`src/rtl/wb_arbiter.sv`:
```
// Two-source writeback arbiter: one single-entry buffer per source (ALU, LSU),
// round-robin on contention, registered register-file write port.
module wb_arbiter (
  input  logic        clk,
  input  logic        rst_n,
  input  logic        alu_valid,
  output logic        alu_ready,
  input  logic [4:0]  alu_rd,
  input  logic [63:0] alu_data,
  input  logic        lsu_valid,
  output logic        lsu_ready,
  input  logic [4:0]  lsu_rd,
  input  logic [63:0] lsu_data,
  output logic        wen,
  output logic [4:0]  waddr,
  output logic [63:0] wdata,
  output logic [31:0] pending
);

  localparam int unsigned RW = 5;
  localparam int unsigned DW = 64;
  localparam int unsigned NR = 32;

  logic          alu_v_q, alu_v_d;
  logic [RW-1:0] alu_rd_q, alu_rd_d;
  logic [DW-1:0] alu_data_q, alu_data_d;
  logic          lsu_v_q, lsu_v_d;
  logic [RW-1:0] lsu_rd_q, lsu_rd_d;
  logic [DW-1:0] lsu_data_q, lsu_data_d;
  logic          lsu_pri_q, lsu_pri_d;
  logic          wen_q, wen_d;
  logic [RW-1:0] waddr_q, waddr_d;
  logic [DW-1:0] wdata_q, wdata_d;

  logic          gnt_alu, gnt_lsu, both_full;
  logic [RW-1:0] sel_rd;
  logic [DW-1:0] sel_data;

  // Arbitration looks only at buffered entries; lsu_pri_q says who wins a tie.
  always_comb begin
    both_full = alu_v_q & lsu_v_q;
    gnt_lsu   = lsu_v_q & (~alu_v_q | lsu_pri_q);
    gnt_alu   = alu_v_q & (~lsu_v_q | ~lsu_pri_q);
    sel_rd    = gnt_lsu ? lsu_rd_q : alu_rd_q;
    sel_data  = gnt_lsu ? lsu_data_q : alu_data_q;
  end

  assign alu_ready = ~alu_v_q | gnt_alu;
  assign lsu_ready = ~lsu_v_q | gnt_lsu;

  always_comb begin
    alu_v_d    = alu_v_q;
    alu_rd_d   = alu_rd_q;
    alu_data_d = alu_data_q;
    lsu_v_d    = lsu_v_q;
    lsu_rd_d   = lsu_rd_q;
    lsu_data_d = lsu_data_q;
    lsu_pri_d  = lsu_pri_q;
    wen_d      = 1'b0;
    waddr_d    = '0;
    wdata_d    = '0;

    if (gnt_alu) alu_v_d = 1'b0;
    if (gnt_lsu) lsu_v_d = 1'b0;
    if (alu_valid && alu_ready) begin
      alu_v_d    = 1'b1;
      alu_rd_d   = alu_rd;
      alu_data_d = alu_data;
    end
    if (lsu_valid && lsu_ready) begin
      lsu_v_d    = 1'b1;
      lsu_rd_d   = lsu_rd;
      lsu_data_d = lsu_data;
    end

    if (both_full) lsu_pri_d = ~lsu_pri_q;

    // x0 entries are consumed silently; address/data stay zero when idle.
    if ((gnt_alu || gnt_lsu) && (sel_rd != RW'(0))) begin
      wen_d   = 1'b1;
      waddr_d = sel_rd;
      wdata_d = sel_data;
    end
  end

  always_ff @(posedge clk or negedge rst_n) begin
    if (!rst_n) begin
      alu_v_q    <= 1'b0;
      alu_rd_q   <= '0;
      alu_data_q <= '0;
      lsu_v_q    <= 1'b0;
      lsu_rd_q   <= '0;
      lsu_data_q <= '0;
      lsu_pri_q  <= 1'b1;
      wen_q      <= 1'b0;
      waddr_q    <= '0;
      wdata_q    <= '0;
    end else begin
      alu_v_q    <= alu_v_d;
      alu_rd_q   <= alu_rd_d;
      alu_data_q <= alu_data_d;
      lsu_v_q    <= lsu_v_d;
      lsu_rd_q   <= lsu_rd_d;
      lsu_data_q <= lsu_data_d;
      lsu_pri_q  <= lsu_pri_d;
      wen_q      <= wen_d;
      waddr_q    <= waddr_d;
      wdata_q    <= wdata_d;
    end
  end

  assign wen   = wen_q;
  assign waddr = waddr_q;
  assign wdata = wdata_q;

  // Destinations of buffered results only; x0 is never reported.
  always_comb begin
    pending = '0;
    if (alu_v_q) pending[alu_rd_q] = 1'b1;
    if (lsu_v_q) pending[lsu_rd_q] = 1'b1;
    pending[0] = 1'b0;
  end

  logic unused_nr;
  assign unused_nr = (NR == 32'd32);

endmodule

```
`config.mk`:
```
export PLATFORM = sky130hd
export DESIGN_NAME = wb_arbiter
export DESIGN_NICKNAME = d
export VERILOG_FILES = /design/src/rtl/wb_arbiter.sv
export SDC_FILE = /design/constraint.sdc
export NUM_CORES = 1
export LEC_CHECK = 0
export CAP_MARGIN = 30
export CORE_AREA = 3 3 106 184
export CTS_CLUSTER_DIAMETER = 100
export CTS_CLUSTER_SIZE = 28
export DETAILED_ROUTE_END_ITERATION = 8
export DIE_AREA = 0 0 109 187
export DONT_BUFFER_PORTS = 1
export SLEW_MARGIN = 20
export SYNTH_ARGS = -nofsm -noshare
export SYNTH_HDL_FRONTEND = slang
export SYNTH_SLANG_ARGS = --single-unit
```
`constraint.sdc`:
```
create_clock -name clk -period 2.95 [get_ports clk]
set_input_delay 0.4425 -clock clk [delete_from_list [all_inputs] [get_ports clk]]
set_output_delay 0.4425 -clock clk [all_outputs]
set_load 0.005 [all_outputs]
```
==> impl_metrics.yaml <==
die:
  die-height_um: 187
  die-width_um: 109
  core-area_um2: 18100
  dieArea_um2: 20400
  io_pins: 246
  rows: 65
  start_util: 0.448
worst_hold_path:
  hold_path.class: "in -> async"
worst_setup_path:
  worst-path-max-fanout: 10
  cp-start-kind: "register"
  end_kind: "primary output"
  crit_arrival_ns: 1.78
  cp_slowest_cell: "or3b_2"
  crit_chain: "or3b_2 > o22ai_1"
  critical_path_class: "reg -> out"
  cp.required_ns: 2.51
  slowest_delay_ns: 0.55
  reg2reg_depth: 4
yosys:
  ys_top_cells_by_area: "dfrtp_1 (65%), mux2_1 (12%), a22o_1 (7.4%)"
  yosysUniqueCellTypes: 24
  synth_top_area_share: 0.646
  synth-seq-area-share: 0.650
  yosys.area.top_type: "dfrtp_1"
  syn_area_per_cell_um2: 15.3
  synth_warnings: 0
  synth.ff_latch_count: 211
  syn_nets: 672
  synthCells: 530
  syn_area_um2: 8130
power_and_ir_drop:
  powerDensity_nw_per_um2: 896
  pwr-share-seq: 0.580
  intPower_mw: 5.40
  switching_share: 0.300
  p_switching_mw: 2.32
  pwr-share-clk: 0.202
  leakagePower_nw: 3.65
  peakVddDrop_uv: 622
  combPwrFrac: 0.218
outcome:
  status: "complete, but fails checks"
  violations: "negative hold slack"
placement:
  gp_congestion: 0.755
  post-place-cells: 733
  place_hpwl_um: 12500
  placement.io_buffers: 0
clock_tree:
  cts_tree: "built"
  numCtsBuffers: 11
  clock_insertion_delay_worst_skew_ns: 0.46
  htreeDepth: 1
  clockBufferDepth: 3
  cts.sink_count: 211
  path_clk_slew_ns: 0.11
  cts_resized: 0
  clockRootBuffer: "clkbuf_16"
global_routing:
  grt_pass1_vias: 4720
  grt-ovfl-total: 0
  grt_pass1_wl_um: 27300
  grt_max_degree: 212
  gr-usage-all-layers: 0.173
  antenna_found_initial: 5
flow_run:
  maxCapViolCount: 0
cells_and_area:
  area_delta_synth_final_pct: 6.05
  nets: 654
  layout-drive-gt1-share: 0.158
  instances_no_fill: 752
timing:
  finalCritPeriodShare: 0.752
  worst_pin_slew_ns: 0.522
  max_freq_mhz: 451
  setup_viol: 0
  rsz0062_at_grt: "false"
  hold_viol_final: 211
  clock_skew_ns: 0.0249
  finalCriticalPeriod_ns: 2.22
  slew_headroom: 0.652
  drv_slew: 0
  fin_hold_ws_ns: -0.343
  setup_tns_ns: 0
route:
  avgViaCountPerCell: 5.85
  vias: 4396
  drt_iter0_drc: 279
  postRouteAntennaNets: 0
  first_pass_iters: 4
  wirelength_um: 18100
  drc: 0
  avgRoutedWirePerCell_um: 24.1
[worst paths after layout]
path | start | to | slack [ns]
max | alu_rd_q[3] | pending[4] | 0.73
min | rst_n | wdata[2] | -0.34
max reg2reg | alu_v_q | wdata[9] | 0.81
min reg2reg | alu_data_q[20] | wdata[20] | 0.48
max in group asynchronous | rst_n | alu_data_q[42] | 2.90
min in group clk | lsu_rd[0] | lsu_rd_q[0] | 0.10
[synth_stat cells, drive strengths merged]
library cell and number:
nand3b 11, mux2 138, and2 1, buf 32, nand2 9, a21boi 1
o311a 1, nand2b 3, or3 2, nand3 5, or2 1, clkbuf 5
dfrtp 210, or3b 4, o31a 1, dfstp 1, nor2 4, a22o 69
conb 1, o22ai 31
[critical path: cells and delay by family, from the launching register on]
kind,cells,cell delay [ns]
AND/OR/NAND/NOR,1,0.55
flip-flops,1,0.50
AO/OA/AOI/OAI,1,0.27
[layout by cell type (no fill, tap or decap)]
cell type and n:
clkinv_8 1, or2_1 1, o31a_2 1, o22ai_1 31
or3_4 1, conb_1 1, buf_4 2, clkbuf_16 11
a22o_1 69, or3_1 1, buf_12 4, nor2_1 4
o311a_2 1, nand2_4 2, mux2_1 85, dfrtp_1 210
or3b_2 4, dfstp_2 1, a21boi_1 1, nand3b_1 11
nand2_1 7, nand3_1 5, clkbuf_1 2, diode_2 5
mux2_2 53, nand2b_1 3, and2_1 1
[sequential cells by signal, indices dropped and copies added (netlist names)]
name	cells
alu_v_q	1
lsu_data_q	64
lsu_rd_q	5
waddr	5
alu_rd_q	5
wen	1
alu_data_q	64
lsu_v_q	1
wdata	64
lsu_pri_q	1
[cell families after synthesis]
| family | count (synthesis) | share of synthesized area |
|---|---|---|
| AO/OA/AOI/OAI | 103 | 0.101 |
| buffers and inverters | 37 | 0.0277 |
| flip-flops | 211 | 0.650 |
| multiplexers | 138 | 0.191 |
| other | 1 | 0.000461 |
| AND/OR/NAND/NOR | 40 | 0.0296 |
[metrics by stage]
stage	area (um^2)	util	worst slack (ns)	power [mW]	hold slack, ns
2_1_floorplan	8130	-	1.17	5.72	0.147
4_1_cts	8610	0.475	0.737	7.84	-0.360
3_5_place_dp	8310	0.458	0.835	6.26	0.153
6_report	8620	0.475	0.730	7.72	-0.343
5_1_grt	8620	0.475	0.642	8.16	-0.376
3_3_place_gp	8310	0.458	0.900	6.16	0.152
[timing repair]
| item | in CTS | in global routing |
|---|---|---|
| setup buffers | 0 | 0 |
| endpoints found under the hold margin | 211 | 211 |
| endpoints found under the setup margin | 0 | 0 |
[power groups by stage]
stage | sequential [mW] | combinational, mW | clock, mW
after floorplan | 4.26 | 1.46 | 0
after global placement | 4.52 | 1.64 | 0
after detailed placement | 4.56 | 1.71 | 0
after CTS | 4.50 | 1.71 | 1.64
after global routing | 4.59 | 1.83 | 1.74
final | 4.48 | 1.68 | 1.56
[routing by layer]
layer  GRT usage  wire (um)  vias to the layer above
met3      0.0477       1350                       24
met5           0          0                        -
met1       0.183       6420                     2292
met2       0.323       9970                      168
li1            -          -                     1912
met4      0.0564        378                        0
[layout make-up]
class | count | area (um^2)
Timing Repair Buffer | 6 | 95.1
Sequential cell | 211 | 5280
Fill cell | 1607 | 9520
Multi-Input combinational cell | 282 | 2640
Antenna cell | 5 | 12.5
Tap cell | 234 | 293
Clock inverter | 1 | 16.3
Clock buffer | 13 | 283
No activity file was read; power rests on OpenSTA's default activity.
